File: src/rtl/uart_cmd_sched.sv
// uart_cmd_sched: byte-command parser feeding a response FIFO, plus a
// transmit scheduler that hands bytes to a UART transmitter one at a time.
//
// Commands (parser idle):  'L' <arg> sets leds from arg[2:0] and ACKs,
// '?' returns {5'b0,leds}, 'E' clears err and ACKs, anything else NAKs
// and sets err. A response that finds the FIFO full is dropped and sets err.
//
// Optional feature: define UART_CMD_BEACON_EN to enable the tick/beacon
// path. A tick requests one beacon_data byte, and repeated ticks merge
// while one is pending. The FIFO and the beacon share the transmitter
// round-robin. Without the macro, tick and beacon_data are ignored.
//
// TX handshake: tx_start is a one-cycle registered pulse with tx_data
// valid alongside it; tx_data then holds until the next tx_start. The
// transmitter acknowledges by raising tx_busy and is done when tx_busy
// falls. If tx_busy never rises within 4 cycles the byte counts as sent.

module uart_cmd_sched #(
    parameter int          TXQ_DEPTH = 4,
    parameter logic [7:0]  ACK_BYTE  = 8'h06,
    parameter logic [7:0]  NAK_BYTE  = 8'h15
) (
    input  logic       clk,
    input  logic       resetn,
    input  logic       rx_valid,
    input  logic [7:0] rx_data,
    input  logic       tick,
    input  logic [7:0] beacon_data,
    input  logic       tx_busy,
    output logic       tx_start,
    output logic [7:0] tx_data,
    output logic [2:0] leds,
    output logic       err
);

    localparam int AW = $clog2(TXQ_DEPTH);
    localparam int CW = AW + 1;
    localparam logic [CW-1:0] FULL_CNT = CW'(TXQ_DEPTH);

    localparam logic [0:0] P_IDLE = 1'b0;
    localparam logic [0:0] P_ARG  = 1'b1;

    localparam logic [1:0] T_IDLE    = 2'd0;
    localparam logic [1:0] T_START   = 2'd1;
    localparam logic [1:0] T_WAIT_HI = 2'd2;
    localparam logic [1:0] T_WAIT_LO = 2'd3;

    localparam logic [7:0] CMD_L = 8'h4C;
    localparam logic [7:0] CMD_Q = 8'h3F;
    localparam logic [7:0] CMD_E = 8'h45;

    logic [0:0]    p_state, p_next;
    logic [1:0]    t_state;
    logic [1:0]    hi_cnt;

    logic          enq;
    logic [7:0]    enq_data;
    logic          err_set, err_clr, leds_we;

    logic [7:0]    mem [TXQ_DEPTH];
    logic [AW-1:0] wr_ptr, rd_ptr;
    logic [CW-1:0] count;
    logic          fifo_empty, push_ok, drop, deq;

    logic          src_beacon;
    logic          pick_beacon;
    logic          any_pend;
    logic [7:0]    head_data;

    assign fifo_empty = (count == '0);
    assign deq        = (t_state == T_START) && !src_beacon;
    assign push_ok    = enq && ((count != FULL_CNT) || deq);
    assign drop       = enq && !push_ok;

    // Command decode: decides next parser state and what (if anything) to enqueue.
    always_comb begin
        p_next   = p_state;
        enq      = 1'b0;
        enq_data = 8'h00;
        err_set  = 1'b0;
        err_clr  = 1'b0;
        leds_we  = 1'b0;
        if (rx_valid) begin
            if (p_state == P_IDLE) begin
                case (rx_data)
                    CMD_L: p_next = P_ARG;
                    CMD_Q: begin
                        enq      = 1'b1;
                        enq_data = {5'b0, leds};
                    end
                    CMD_E: begin
                        err_clr  = 1'b1;
                        enq      = 1'b1;
                        enq_data = ACK_BYTE;
                    end
                    default: begin
                        enq      = 1'b1;
                        enq_data = NAK_BYTE;
                        err_set  = 1'b1;
                    end
                endcase
            end else begin
                leds_we  = 1'b1;
                enq      = 1'b1;
                enq_data = ACK_BYTE;
                p_next   = P_IDLE;
            end
        end
    end

    // Parser state, LED register and sticky error (setting wins over clearing).
    always_ff @(posedge clk) begin
        if (!resetn) begin
            p_state <= P_IDLE;
            leds    <= 3'b000;
            err     <= 1'b0;
        end else begin
            p_state <= p_next;
            if (leds_we)
                leds <= rx_data[2:0];
            if (err_set || drop)
                err <= 1'b1;
            else if (err_clr)
                err <= 1'b0;
        end
    end

    // FIFO storage; contents need no reset because count guards every read.
    always_ff @(posedge clk) begin
        if (push_ok)
            mem[wr_ptr] <= enq_data;
    end

    // FIFO pointers and occupancy; a pop in the same cycle frees room for a full push.
    always_ff @(posedge clk) begin
        if (!resetn) begin
            wr_ptr <= '0;
            rd_ptr <= '0;
            count  <= '0;
        end else begin
            if (push_ok)
                wr_ptr <= wr_ptr + 1'b1;
            if (deq)
                rd_ptr <= rd_ptr + 1'b1;
            case ({push_ok, deq})
                2'b10:   count <= count + 1'b1;
                2'b01:   count <= count - 1'b1;
                default: count <= count;
            endcase
        end
    end

`ifdef UART_CMD_BEACON_EN
    logic beacon_pend;
    logic last_beacon;

    assign any_pend    = !fifo_empty || beacon_pend;
    assign pick_beacon = beacon_pend && (fifo_empty || !last_beacon);
    assign head_data   = pick_beacon ? beacon_data : mem[rd_ptr];

    // Beacon request latch; ticks merge while pending, a new tick beats the clear.
    always_ff @(posedge clk) begin
        if (!resetn)
            beacon_pend <= 1'b0;
        else if (tick)
            beacon_pend <= 1'b1;
        else if ((t_state == T_START) && src_beacon)
            beacon_pend <= 1'b0;
    end

    // Remember the last source served; starting as "beacon" gives the FIFO first turn.
    always_ff @(posedge clk) begin
        if (!resetn)
            last_beacon <= 1'b1;
        else if ((t_state == T_IDLE) && !tx_busy && any_pend)
            last_beacon <= pick_beacon;
    end
`else
    logic unused_beacon;

    assign any_pend      = !fifo_empty;
    assign pick_beacon   = 1'b0;
    assign head_data     = mem[rd_ptr];
    assign unused_beacon = ^{tick, beacon_data};
`endif

    // Transmit scheduler: launch one byte, then wait for the transmitter to finish.
    always_ff @(posedge clk) begin
        if (!resetn) begin
            t_state    <= T_IDLE;
            tx_start   <= 1'b0;
            tx_data    <= 8'h00;
            src_beacon <= 1'b0;
            hi_cnt     <= 2'd0;
        end else begin
            tx_start <= 1'b0;
            case (t_state)
                T_IDLE: begin
                    if (!tx_busy && any_pend) begin
                        t_state    <= T_START;
                        tx_start   <= 1'b1;
                        tx_data    <= head_data;
                        src_beacon <= pick_beacon;
                    end
                end
                T_START: begin
                    t_state <= T_WAIT_HI;
                    hi_cnt  <= 2'd0;
                end
                T_WAIT_HI: begin
                    if (tx_busy)
                        t_state <= T_WAIT_LO;
                    else if (hi_cnt == 2'd3)
                        t_state <= T_IDLE;
                    else
                        hi_cnt <= hi_cnt + 2'd1;
                end
                T_WAIT_LO: begin
                    if (!tx_busy)
                        t_state <= T_IDLE;
                end
                default: t_state <= T_IDLE;
            endcase
        end
    end

endmodule

File: config.mk
export PLATFORM = sky130hd
export DESIGN_NAME = uart_cmd_sched
export DESIGN_NICKNAME = d
export VERILOG_FILES = /design/src/rtl/uart_cmd_sched.sv
export SDC_FILE = /design/constraint.sdc
export NUM_CORES = 1
export LEC_CHECK = 0
export BUFFER_PORTS_ARGS = -buffer_cell sky130_fd_sc_hd__buf_2
export CORE_ASPECT_RATIO = 0.7
export CORE_MARGIN = 10
export CORE_UTILIZATION = 54
export DETAILED_ROUTE_END_ITERATION = 12
export GPL_ROUTABILITY_DRIVEN = 0
export HOLD_SLACK_MARGIN = 0.06
export PLACE_DENSITY = 0.78
export SLEW_MARGIN = 20
export SYNTH_ARGS = -nofsm -noshare
export SYNTH_HDL_FRONTEND = slang
export SYNTH_SLANG_ARGS = --single-unit
File: constraint.sdc
create_clock -name clk -period 3.13 [get_ports clk]
set_clock_uncertainty 0.2 [all_clocks]
set_input_delay 0.4695 -clock clk [delete_from_list [all_inputs] [get_ports clk]]
set_output_delay 0.4695 -clock clk [all_outputs]
set_load 0.01 [all_outputs]
Word-level counts from Yosys, hierarchy flattened
Memories as Yosys holds them, arrays and structs flattened. A register that Yosys moved wholly into a read port is not among the register bits.
Index checks and enable logic that the tools add are counted.
{"block": "totals", "mem_count": 1, "regBits": 17, "input_bits": 21, "elab_cells": 79, "out_inout_bits": 13, "ram_bits": 32}
{"memory": "mem", "words": 4, "word_bits": 8, "read_ports": 1, "rd_clocked_by_memory_dff": 1, "wr": 1, "line": "60", "text": "logic [7:0] mem [TXQ_DEPTH];"}
{"block": "classes", "n_mux": 30, "n_addsub": 5, "eq_ne": 15, "reduce_logical": 19}
{"cell": "$mux W1", "count": 18}
{"cell": "$eq A8 B7 Y1 const B", "count": 2}
{"cell": "$mux W8", "count": 2}
{"cell": "$pmux W5 S3", "count": 1}
{"cell": "$mux W2", "count": 6}
{"cell": "$eq A2 B2 Y1 const B", "count": 4}
{"cell": "$eq A8 B6 Y1 const B", "count": 1}
{"cell": "$ne A2 B2 Y1 const B", "count": 4}
{"cell": "$pmux W2 S4", "count": 1}
{"cell": "$add A2 B1 Y2 const B", "count": 3}
{"cell": "$ne A3 B3 Y1 const B", "count": 2}
{"cell": "$pmux W3 S2", "count": 1}
{"cell": "$reduce_and A3 Y1", "count": 2}
{"cell": "$reduce_bool A2 Y1", "count": 3}
{"cell": "$eq A2 B1 Y1 const B", "count": 2}
{"cell": "$logic_not A1 Y1", "count": 4}
{"cell": "$pmux W2 S2", "count": 1}
{"cell": "$reduce_and A2 Y1", "count": 2}
{"cell": "$add A3 B1 Y3 const B", "count": 1}
{"cell": "$logic_and A1 B1 Y1", "count": 3}
{"cell": "$logic_not A3 Y1", "count": 1}
{"cell": "$reduce_or A3 Y1", "count": 1}
{"cell": "$sub A3 B1 Y3 const B", "count": 1}
{"cell": "$logic_not A2 Y1", "count": 1}
{"cell": "$logic_or A1 B1 Y1", "count": 2}

Depth between registers and ports, before layout
Gate-level depths: netlist (run 1).
{"block": "logic_depth", "ltp_word": 9, "mapped_depth": 10, "depth_no_buf": 8}

Worst setup path after synthesis (run 1)
OpenSTA, ideal clock, no wires.
{"block": "synth_path", "path_kind": "input-to-reg", "from": "in rx_data[1]", "to": "reg count[2]", "setup_time_ps": 72, "arrival_ps": 2493, "path_slack_ps": 365, "required_ps": 2858, "cell_stages": 10, "n_path_buf": 2, "path_cell_list": "or4b_1 -> buf_2 -> o31a_1 -> buf_6 -> nor2_1 -> fa_1 -> nand2_1 -> a211o_1 -> o32ai_2 -> mux2i_1"}
{"block": "synth_between", "elab_chain_cells": 7, "word_cells_on_any_way": 9, "classes_between": "eq/ne: 3; mux: 4; reduce/logical: 2"}
{"element": "start: declaration", "line": "26", "text": "input logic [7:0] rx_data,"}
{"element": "$eq A8 B7 Y1 *", "line": "85", "text": "case (rx_data)"}
{"element": "$mux W1 *", "line": "85"}
{"element": "$mux W1 *", "line": "84", "text": "if (p_state == P_IDLE) begin"}
{"element": "$mux W1 *", "line": "83", "text": "if (rx_valid) begin"}
{"element": "$logic_and A1 B1 Y1 *", "line": "72", "text": "assign push_ok = enq && ((count != FULL_CNT) || deq);"}
{"element": "$eq A2 B1 Y1 / $eq A2 B2 Y1 (equally long branches)", "line": "145", "text": "case ({push_ok, deq})"}
{"element": "$pmux W3 S2 / $reduce_bool A2 Y1 (equally long branches)"}
{"element": "end signal: assignment", "line": "146", "text": "2'b10: count <= count + 1'b1;"}
{"element": "end signal: assignment", "line": "147", "text": "2'b01: count <= count - 1'b1;"}
{"element": "end signal: assignment", "line": "148", "text": "default: count <= count;"}
{"element": "end: declaration", "line": "62", "text": "logic [CW-1:0] count;"}
Every way passes the cells marked *; elsewhere a longest branch is shown, timed or not.
A chain may end at the register's enable or synchronous reset.

Worst setup path after layout (run 1)
Same ends and word-level chain as after synthesis.

==> results of run 1 <==
[flip-flops by register name (all words and copies together), names as in the netlist]
register / flops
rd_ptr: 2
err: 1
tx_data: 4
wr_ptr: 2
count: 3
p_state: 1
t_state: 2
leds: 3
mem: 16
hi_cnt: 2
tx_start: 1
[cell type report]
cell class,count,area (µm²),area share
Timing Repair Buffer,22,115,0.0572
Tap cell,38,47.5,0.0236
Clock buffer,5,68.8,0.0342
Clock inverter,3,65.1,0.0323
Multi-Input combinational cell,108,792,0.394
Sequential cell,37,901,0.448
Inverter,6,22.5,0.0112
[critical path: stages]
cell	delay, ns
buf_2	0.11
or4b_1	0.56
o31a_1	0.32
nor2_1	0.13
fa_1	0.22
nand2_1	0.06
a211o_1	0.28
o32ai_2	0.13
mux2i_1	0.20
[cell usage after synthesis, drive strengths merged]
library cell | instances | share of area
a211o | 1 | 0.0049
a21oi | 13 | 0.037
a41o | 1 | 0.0056
and2 | 1 | 0.0035
and3 | 5 | 0.018
and4b | 1 | 0.0056
buf | 6 | 0.026
clkbuf | 6 | 0.013
conb | 1 | 0.0021
dfxtp | 21 | 0.24
edfxtp | 16 | 0.27
fa | 1 | 0.011
ha | 5 | 0.035
inv | 6 | 0.013
mux2i | 8 | 0.052
mux4 | 4 | 0.051
nand2 | 12 | 0.025
nand2b | 5 | 0.018
nand3 | 6 | 0.017
nand3b | 1 | 0.0042
nand4 | 1 | 0.0035
nand4bb | 1 | 0.0064
nor2 | 11 | 0.023
nor2b | 2 | 0.0071
nor3 | 4 | 0.011
nor4 | 1 | 0.0071
nor4b | 1 | 0.0049
o21a | 1 | 0.0042
o21ai | 4 | 0.011
o21bai | 1 | 0.0042
o311ai | 2 | 0.0099
o31a | 2 | 0.0099
o31ai | 1 | 0.0042
o32ai | 2 | 0.014
o41ai | 2 | 0.0099
or2 | 1 | 0.0035
or4b | 1 | 0.0056
xnor2 | 1 | 0.0049
xor2 | 1 | 0.0049
[power by group through the flow]
stage	clock network [mW]	registers, mW	logic [mW]
finish	0.485	0.612	0.252
global route	0.512	0.622	0.282
CTS	0.492	0.611	0.252
detailed placement	0	0.621	0.251
global placement	0	0.616	0.238
floorplan	0	0.604	0.203
[final timing paths]
| path | from | endpoint | slack, ns | depth (start not counted) |
|---|---|---|---|---|
| min | rx_data[1] | leds[1] | 0.27 | 3 |
| min reg2reg | leds[1] | leds[1] | 0.28 | 2 |
| max reg2reg | t_state[1] | count[2] | 1.07 | 5 |
| max | rx_data[1] | count[2] | 0.67 | 9 |
[per-layer routing]
metal | GRT usage | share of wire
met5 | 0 | 0
met4 | 0.0663 | 0.021
met3 | 0.0534 | 0.10
met2 | 0.214 | 0.47
met1 | 0.155 | 0.41
[kinds of logic (layout without fill, tap and decap cells)]
| group | count (synthesis) | count (layout) | share of synthesized area |
|---|---|---|---|
| XOR/XNOR | 2 | 2 | 0.00988 |
| AND/OR/NAND/NOR | 54 | 54 | 0.164 |
| AO/OA/AOI/OAI | 30 | 30 | 0.115 |
| other | 1 | 4 | 0.00212 |
| flip-flops | 37 | 37 | 0.508 |
| adder cells (fa/ha/maj) | 6 | 6 | 0.0466 |
| buffers and inverters | 18 | 36 | 0.0515 |
| multiplexers | 12 | 12 | 0.103 |
[per-stage QoR]
step                      worst slack, ns  instance area [µm²]  utilization
after CTS                           0.689                 2010        0.639
after detailed placement            0.390                 1880        0.597
after floorplan                     0.365                 1780            -
after global placement              0.419                 1880        0.597
final                               0.670                 2010        0.639
after global routing                0.531                 2010        0.639
==> key figures, run 1 <==
STA
  – # setup viols final: 0
  – Max Slew Vio Count: 0
  – RSZ-0062 raised after global routing: no
  – Minimum clock period: ~2.5 ns
  – Period utilization: 0.786
  – Total negative slack: 0 ns
  – Worst hold slack: ~0.27 ns
  – Fmax: a little over 0.4 GHz
  – Max_slew headroom: 0.454
  – Final hold vios: 0
  – Slew @ Worst Pin: 0.812 ns

Drt
  – Routed wire length: ~3.6 mm
  – Routed vias: between 1,000 and 1,500
  – Drt drc: 0
  – Starting DRT DRC Count: ~160
  – DRT Pass-1 Iters: 5
  – Antenna Nets Post-Route: 0
  – Wirelength per Cell: 16.7 µm
  – Vias per cell: just under 6

Floorplan
  – Width of the chip: around 88 µm
  – Initial core utilization: 0.563
  – Core Region: about 0.0031 mm²
  – FP Rows: 17
  – Full die area: 0.00601 mm²
  – IO Count: 34
  – Die height: 67.9 µm

Placed design
  – Placed cell count: around 210
  – Port Buf Inserts: 20
  – Post-DP HPWL: around 2.8 mm

Synth
  – Synthesis Warnings: 0
  – Post-synthesis sequential area ratio: 0.508
  – Post-synthesis cell area: roughly 0.0018 mm²
  – Mapped Cells: 160
  – #FFs+latches synth: 37
  – Synth cell types: 43
  – Synth Area per Inst: about 11 µm²

Worst setup path
  – Worst-path fanout max: 3
  – Critical path data arrival time: between 2 and 2.5 ns
  – Critical path class: in -> reg
  – CP startpoint kind: input port
  – CP Capture Type: flop
  – Worst path required time: 3.15 ns

Power
  – LEAKAGE: ~0.77 nW
  – Net Sw Frac: 0.265
  – Psw: around 0.36 mW
  – Internal: between 0.9 and 1 mW
  – Pwr Density: around 670 mW/mm²
  – Clock power share: 0.360
  – Tot Pwr: approximately 1.3 mW
  – Max IR drop VDD: around 0.29 mV
  – Flop pwr share: 0.454
  – Combinational share of power: 0.187

Clock network
  – Root buf cell: clkbuf_8
  – Clk Latency, worst-skew pair: just under 0.3 ns
  – CTS sink cnt: 37
  – CTS buffer count: 5
  – H-tree levels: 2
  – Max clock buf depth: 2
  – PostCTS Resize Cnt: 0
  – Worst-path clk slew: 0.07 ns
  – Setup Buffers After CTS: 0
  – CTS tree: done
  – Hold buffers post-CTS: 0

Global route
  – GRT Util Overall: 0.134
  – Vias in the first global route: roughly 1,300
  – Total gr overflow: 0
  – Pin count of the biggest net entering global routing: 17
  – First-pass GRT wire length: 6.18 mm
  – Antenna violations before repair: 0

Layout
  – Commonest cells after routing, fill and taps aside: 21 x dfxtp_1, 20 x buf_2, 16 x edfxtp_1
  – Non-Filler Instances: about 220
  – Nets@finish: between 200 and 250
  – Area grow syn2layout: 13.5%
  – Share of cells above drive strength 1: 0.210
  – N_diodes: 0
  – Fill cell count: 248
  – Most common cell after layout, fill and taps aside: dfxtp_1

Run status
  – Outcome: completed

Hold path
  – Hold crit path type: in -> reg

Job
  – Max Cap Viol: 0
(Power assumes the default switching activity.)
==> inputs of run 2 (changes only) <==
--- a/config.mk
+++ b/config.mk
@@ -8,11 +8,11 @@
 export BUFFER_PORTS_ARGS = -buffer_cell sky130_fd_sc_hd__buf_2
 export CORE_ASPECT_RATIO = 0.7
 export CORE_MARGIN = 10
-export CORE_UTILIZATION = 54
+export CORE_UTILIZATION = 49
 export DETAILED_ROUTE_END_ITERATION = 12
 export GPL_ROUTABILITY_DRIVEN = 0
 export HOLD_SLACK_MARGIN = 0.06
-export PLACE_DENSITY = 0.78
+export PLACE_DENSITY = 0.75
 export SLEW_MARGIN = 20
 export SYNTH_ARGS = -nofsm -noshare
 export SYNTH_HDL_FRONTEND = slang
==> constraint.sdc (replaced) <==
create_clock -name clk -period 2.1 [get_ports clk]
set_clock_uncertainty 0.2 [all_clocks]
set_input_delay 0.315 -clock clk [delete_from_list [all_inputs] [get_ports clk]]
set_output_delay 0.315 -clock clk [all_outputs]
set_load 0.01 [all_outputs]
==> run 2 against run 1 <==
Effect of this change:
- largest cell class unchanged
- worst setup slack got worse by 0.71 ns
- largest power group unchanged
- the flow now finishes with violations (setup timing)
- sequential power rose by 47%
- cell count rose by 13%
- critical path type unchanged
- wire length rose by 1.4%
- highest routed layer unchanged
==> key figures, run 2 (synthesized netlist as in run 1, its figures left out) <==
Worst setup path
  – CP Capture Type: flop
  – Worst path required time: 2.12 ns (-1.03 ns)
  – Critical path class: in -> reg
  – Register-to-register setup slack: 0.23 ns (-0.84 ns)
  – Worst-path fanout max: 2 (-1)
  – Worst Setup SP: rx_data[1]
  – CP startpoint kind: input port
  – Critical path data arrival time: 2.17 ns (-0.31 ns)
  – Reg-to-reg endpoint: count[2]
  – RR Startpoint: p_state
  – CP endpoint: count[2]
  – Reg2Reg Depth: 7 (+2)

Power
  – Clock power share: 0.298 (-0.062)
  – Combinational share of power: 0.230 (+0.043)
  – Tot Pwr: 1.91 mW (+42%)
  – LEAKAGE: 0.842 nW (+9.7%)
  – Net Sw Frac: 0.289 (+0.0250)
  – Pwr Density: 889 mW/mm² (+33%)
  – Flop pwr share: 0.472 (+0.018)
  – Internal: 1.36 mW (+37%)
  – Max IR drop VDD: 0.359 mV (+24%)
  – Psw: 0.553 mW (+55%)

Layout
  – Largest Register: mem
  – Commonest cells after routing, fill and taps aside: 21 x dfxtp_1, 18 x buf_2, 18 x buf_4
  – Largest registers: mem (16), tx_data (4)
  – Area grow syn2layout: 21.2%
  – Nets@finish: 223 (+7.7%)
  – Fin util: 0.611 (-0.0276)
  – Most common cell after layout, fill and taps aside: dfxtp_1
  – Max reg flops: 16 (unchanged)
  – Non-Filler Instances: 247 (+13%)
  – N_diodes: 0 (unchanged)
  – Post-route cell area: 0.00215 mm² (+6.8%)
  – Share of cells above drive strength 1: 0.289 (+0.0794)

Job
  – Max Cap Viol: 0 (unchanged)

STA
  – Final hold vios: 0 (unchanged)
  – Worst hold slack: 0.140 ns (-0.127 ns)
  – Period utilization: 1.02
  – RSZ-0062 raised after global routing: yes
  – Fmax: 0.467 GHz
  – Max Slew Vio Count: 0 (unchanged)
  – # setup viols final: 1 (+1)
  – Minimum clock period: about 2.1 ns
  – Max_slew headroom: 0.653 (+0.199)
  – Final setup margin: -0.0425 ns (-0.713 ns)
  – Slew @ Worst Pin: 0.521 ns (-0.292 ns)

Clock network
  – Worst-path clk slew: 0.08 ns (about the same)
  – Clk Latency, worst-skew pair: 0.29 ns (about the same)
  – CTS buffer count: 5 (unchanged)
  – CTS tree: done
  – Max clock buf depth: 2 (unchanged)
  – PostCTS Resize Cnt: 2 (+2)
  – H-tree levels: 2 (unchanged)
  – Setup Buffers After CTS: 0 (unchanged)
  – Root buf cell: clkbuf_8
  – CTS sink cnt: 37 (unchanged)
  – Hold buffers post-CTS: 0 (unchanged)

Placed design
  – Post-DP HPWL: 2.89 mm (+3.8%)
  – Port Buf Inserts: 20 (unchanged)
  – Placed cell count: 239 (+13%)
  – Placed inst area: 0.00203 mm² (+7.9%)

Drt
  – Routed wire length: 3.70 mm (+1.4%)
  – Wirelength per Cell: 15.0 µm (-10%)
  – Vias per cell: 5.31 (-11%)
  – DRT Pass-1 Iters: 4 (-1)
  – Drt drc: 0 (unchanged)
  – Starting DRT DRC Count: 39 (-75%)
  – Antenna Nets Post-Route: 0 (unchanged)
  – Routed vias: 1,312 (+0.85%)

Global route
  – Total gr overflow: 0 (unchanged)
  – First-pass GRT wire length: 6.31 mm (+2.0%)
  – Vias in the first global route: 1,332 (+0.60%)
  – Pin count of the biggest net entering global routing: 17 (unchanged)
  – Antenna violations before repair: 0 (unchanged)
  – GRT Util Overall: 0.120 (-0.0135)

Floorplan
  – Width of the chip: 91.9 µm (+3.9%)
  – IO Count: 34 (unchanged)
  – Initial core utilization: 0.505 (-0.0586)
  – Die height: 70.3 µm (+3.5%)
  – Core Region: 0.00351 mm² (+12%)
  – FP Rows: 18 (+1)
  – Full die area: 0.00646 mm² (+7.5%)

Hold path
  – Hold crit path type: in -> reg

Run status
  – Failing checks: setup timing
  – Outcome: complete, but fails checks
[run 2: cell count changes in the layout (fill, tap and decap cells not counted), sizes merged]
cell and change:
buf +16, bufinv -2, clkbuf +1, inv +1
[run 2: how the worst min path moves through the flow]
stage                     startpoint         end  slack, ns  cells past startpoint
final                     rx_data[2]     leds[2]       0.14                      3
after global routing      rx_data[2]     leds[2]       0.15                      3
after CTS                 rx_data[2]     leds[2]       0.12                      3
after detailed placement     leds[1]     leds[1]       0.27                      2
after global placement    tx_data[0]  tx_data[0]       0.27                      2
after floorplan              tx_busy  t_state[0]       0.26                      2
[run 2: power by group through the flow]
| stage | combinational (mW) | clock [mW] | sequential [mW] |
|---|---|---|---|
| after CTS | 0.440 | 0.586 | 0.904 |
| final | 0.439 | 0.570 | 0.902 |
| after floorplan | 0.308 | 0 | 0.900 |
| after detailed placement | 0.437 | 0 | 0.920 |
| after global placement | 0.417 | 0 | 0.911 |
| after global routing | 0.488 | 0.618 | 0.917 |
[run 2: per-stage QoR]
| step | setup TNS, ns | setup slack [ns] |
|---|---|---|
| after floorplan | -0.982 | -0.405 |
| after global placement | -2.75 | -0.306 |
| after detailed placement | -3.63 | -0.366 |
| after CTS | -0.0474 | -0.0474 |
| after global routing | -0.155 | -0.155 |
| final | -0.0425 | -0.0425 |
[run 2: critical path: stages]
cell     delay [ns]
buf_6          0.09
or4b_4         0.52
o31a_1         0.30
nor2_4         0.13
fa_2           0.21
nand2_1        0.05
a211o_1        0.24
o32ai_2        0.10
mux2i_1        0.19
[run 2: layer usage]
metal | routed length, µm | part of all wire | vias to the layer above | GRT usage
met5 | 0 | 0 | - | 0
met4 | 29 | 0.0078 | 0 | 0.0256
met3 | 281 | 0.076 | 4 | 0.0587
met2 | 1790 | 0.48 | 33 | 0.201
met1 | 1600 | 0.43 | 625 | 0.135
li1 | - | - | 650 | -
[run 2: layout make-up]
type	count	area, µm²
inverters	6	22.5
repair buffers	38	248
flip-flops and latches	37	901
fillers	307	1370
multi-input cells	108	806
clock inverters	2	15.0
clock buffers	6	93.8
well taps	50	62.6
==> inputs of run 3 (changes only) <==
--- a/config.mk
+++ b/config.mk
@@ -5,6 +5,7 @@
 export SDC_FILE = /design/constraint.sdc
 export NUM_CORES = 1
 export LEC_CHECK = 0
+export ABC_AREA = 1
 export BUFFER_PORTS_ARGS = -buffer_cell sky130_fd_sc_hd__buf_2
 export CORE_ASPECT_RATIO = 0.7
 export CORE_MARGIN = 10
==> run 3 against run 2 <==
Effect of this change:
- the run now ends clean
- flip-flop and latch count unchanged
- via count increased by 5.4%
- core utilization decreased by 3.9 points
- combinational power increased by 49%
- critical path depth decreased by 3
- design area decreased by 7.0%
- critical path type is now reg -> reg
- critical endpoint is now mem[0][2]
==> key figures, run 3 <==
Synth
  – Post-synthesis cell area: 0.00177 mm² (-0.21%)
  – Synthesis Warnings: 0 (unchanged)
  – Ys flop type: dfxtp_1
  – Top cells by count, synth: 38 x nor2_1, 31 x inv_1, 23 x nand2_1, 21 x dfxtp_1, 21 x o21ai_0
  – #FFs+latches synth: 37 (unchanged)
  – Synth cell types: 30 (-30%)
  – Post-synthesis sequential area ratio: 0.509 (+0.00108)
  – Most frequent cell after synthesis: nor2_1
  – Share of the synthesized area in the top cell type: 0.272 (+0.000575)
  – EDFF count, synth: 16 (unchanged)
  – Ranking of synthesized cells by area: edfxtp_1 27%, dfxtp_1 24%, nor2_1 8.1%
  – Mapped Cells: 209 (+31%)
  – Synth Area per Inst: 8.47 µm² (-24%)
  – FFs w/ async S/R, synth: 0 (unchanged)
  – Largest area contributor in the netlist: edfxtp_1

Clock network
  – H-tree levels: 2 (unchanged)
  – Hold buffers post-CTS: 0 (unchanged)
  – CTS tree: done
  – Worst-path clk slew: 0.08 ns (about the same)
  – Root buf cell: clkbuf_8
  – Setup Buffers After CTS: 0 (unchanged)
  – Max clock buf depth: 2 (unchanged)
  – PostCTS Resize Cnt: 0 (-2)
  – Clk Latency, worst-skew pair: 0.29 ns (about the same)
  – CTS buffer count: 5 (unchanged)
  – CTS sink cnt: 37 (unchanged)

Hold path
  – Hold wc startpoint: rx_data[0]
  – Hold crit path type: in -> reg

STA
  – Fmax: 0.584 GHz (+25%)
  – Period utilization: 0.815 (-0.205)
  – # setup viols final: 0 (-1)
  – Minimum clock period: 1.71 ns (-0.431 ns)
  – RSZ-0062 raised after global routing: no
  – Final hold vios: 0 (unchanged)
  – Max Slew Vio Count: 0 (unchanged)
  – Total negative slack: 0 ns (+0.0425 ns)

Layout
  – Largest registers: mem (16), tx_data (4)
  – Share of cells above drive strength 1: 0.187 (-0.102)
  – Fin util: 0.572 (-0.0394)
  – N_diodes: 0 (unchanged)
  – Max reg flops: 16 (unchanged)
  – Reg area: 901 µm² (unchanged)
  – Area of the multi-input gates: 709 µm² (-12%)
  – Commonest cells after routing, fill and taps aside: 38 x nor2_1, 31 x inv_1, 23 x nand2_1
  – Most common cell after layout, fill and taps aside: nor2_1
  – Fill cell count: 335 (+9.1%)
  – Area grow syn2layout: 12.9%
  – Nets@finish: 261 (+17%)
  – Largest Register: mem

Drt
  – Routed vias: 1,383 (+5.4%)
  – Antenna Nets Post-Route: 0 (unchanged)
  – Starting DRT DRC Count: 82 (+110%)
  – Routed wire length: 3.47 mm (-6.1%)
  – DRT Pass-1 Iters: 4 (unchanged)
  – Drt drc: 0 (unchanged)
  – Wirelength per Cell: 12.2 µm (-19%)
  – Vias per cell: 4.85 (-8.6%)

Floorplan
  – IO Count: 34 (unchanged)
  – Initial core utilization: 0.507 (+0.00218)
  – FP Rows: 18 (unchanged)
  – Full die area: 0.00645 mm² (-0.15%)
  – Width of the chip: 91.8 µm (about the same)
  – Die height: 70.3 µm (about the same)
  – Core Region: 0.00349 mm² (-0.64%)

Worst setup path
  – Critical path class: reg -> reg
  – Critical path data arrival time: 1.46 ns (-0.71 ns)
  – RR Startpoint: t_state[0]
  – Worst Setup SP: t_state[0]
  – CP Capture Type: flop
  – Worst path required time: 1.85 ns (-0.27 ns)
  – Worst-path fanout max: 8 (+6)
  – CP startpoint kind: flop

Power
  – LEAKAGE: 0.901 nW (+7.0%)
  – Pwr Density: 1060 mW/mm² (+19%)
  – Net Sw Frac: 0.362 (+0.0725)
  – Flop pwr share: 0.460 (-0.012)
  – Combinational share of power: 0.309 (+0.079)
  – Internal: 1.34 mW (-0.95%)
  – Psw: 0.763 mW (+38%)
  – Clock power share: 0.231 (-0.067)
  – Max IR drop VDD: 0.706 mV (+97%)

Job
  – Max Cap Viol: 0 (unchanged)

Global route
  – Total gr overflow: 0 (unchanged)
  – GRT Util Overall: 0.116 (-0.00365)
  – Vias in the first global route: 1,388 (+4.2%)
  – Pin count of the biggest net entering global routing: 17 (unchanged)
  – Antenna violations before repair: 0 (unchanged)
  – First-pass GRT wire length: 6.08 mm (-3.6%)

Placed design
  – Port Buf Inserts: 20 (unchanged)
  – Post-DP HPWL: 2.67 mm (-7.7%)

Run status
  – Outcome: completed
-- run 3: changes by cell type after synthesis, moves of 5 or more --
cell / change
inv_1: +25
o22ai_1: +5
nand2b_1: -5
nor2_1: +27
clkbuf_1: -6
nand2_1: +11
mux2i_1: -7
o21ai_0: +17
and3_1: -5
-- run 3: layout make-up --
class | instances | area share
clock inverter | 3 | 0.00877
tap | 50 | 0.0313
multi-input combinational | 135 | 0.355
timing repair buffer | 21 | 0.0539
sequential | 37 | 0.451
clock buffer | 5 | 0.0345
inverter | 34 | 0.0652
-- run 3: path summary, 6_finish.rpt --
kind / to / slack [ns] / cells past startpoint
worst max register to register: mem[0][2] / 0.39 / 6
worst max-delay path: mem[0][2] / 0.39 / 6
worst min register to register: hi_cnt[0] / 0.27 / 1
worst min-delay path: leds[0] / 0.1 / 3
-- run 3: power by group through the flow --
stage,clock network (mW),logic (mW),registers [mW]
after detailed placement,0,0.653,0.983
after CTS,0.501,0.655,0.970
after global routing,0.532,0.765,0.985
after global placement,0,0.636,0.980
after floorplan,0,0.479,0.984
final,0.487,0.652,0.968
-- run 3: per-stage QoR --
| stage | hold slack (ns) | power (mW) | std cells | setup WS [ns] | cell area (µm²) |
|---|---|---|---|---|---|
| after global routing | 0.106 | 2.28 | 285 | 0.215 | 2000 |
| after CTS | 0.0848 | 2.13 | 285 | 0.374 | 2000 |
| after floorplan | 0.232 | 1.46 | 212 | 0.415 | 1780 |
| after global placement | 0.254 | 1.62 | 277 | 0.210 | 1910 |
| final | 0.0962 | 2.11 | 285 | 0.388 | 2000 |
| after detailed placement | 0.254 | 1.64 | 277 | 0.173 | 1910 |
-- run 3: logic make-up (layout without fill, tap and decap cells) --
group	Yosys count	count (layout)	share of synthesized area
buf+inv	40	63	0.0962
xor+xnor	1	1	0.00495
fa+ha+maj	6	6	0.0467
flops	37	37	0.509
other cells	1	4	0.00212
compound gates	42	42	0.126
simple gates	82	82	0.215
-- run 3: layer usage --
metal	up-vias	global-route usage	part of all wire
met3	8	0.0427	0.068
met2	43	0.163	0.41
met1	606	0.154	0.50
met5	-	0	0
met4	0	0.0563	0.021
li1	726	-	-
-- run 3: critical path, cell delays in order (launching register included) --
cell and delay, ns:
dfxtp_1 0.35, inv_2 0.07, nor2_4 0.15, inv_4 0.07
nand3_2 0.10, nand2_4 0.09, nor2_1 0.33
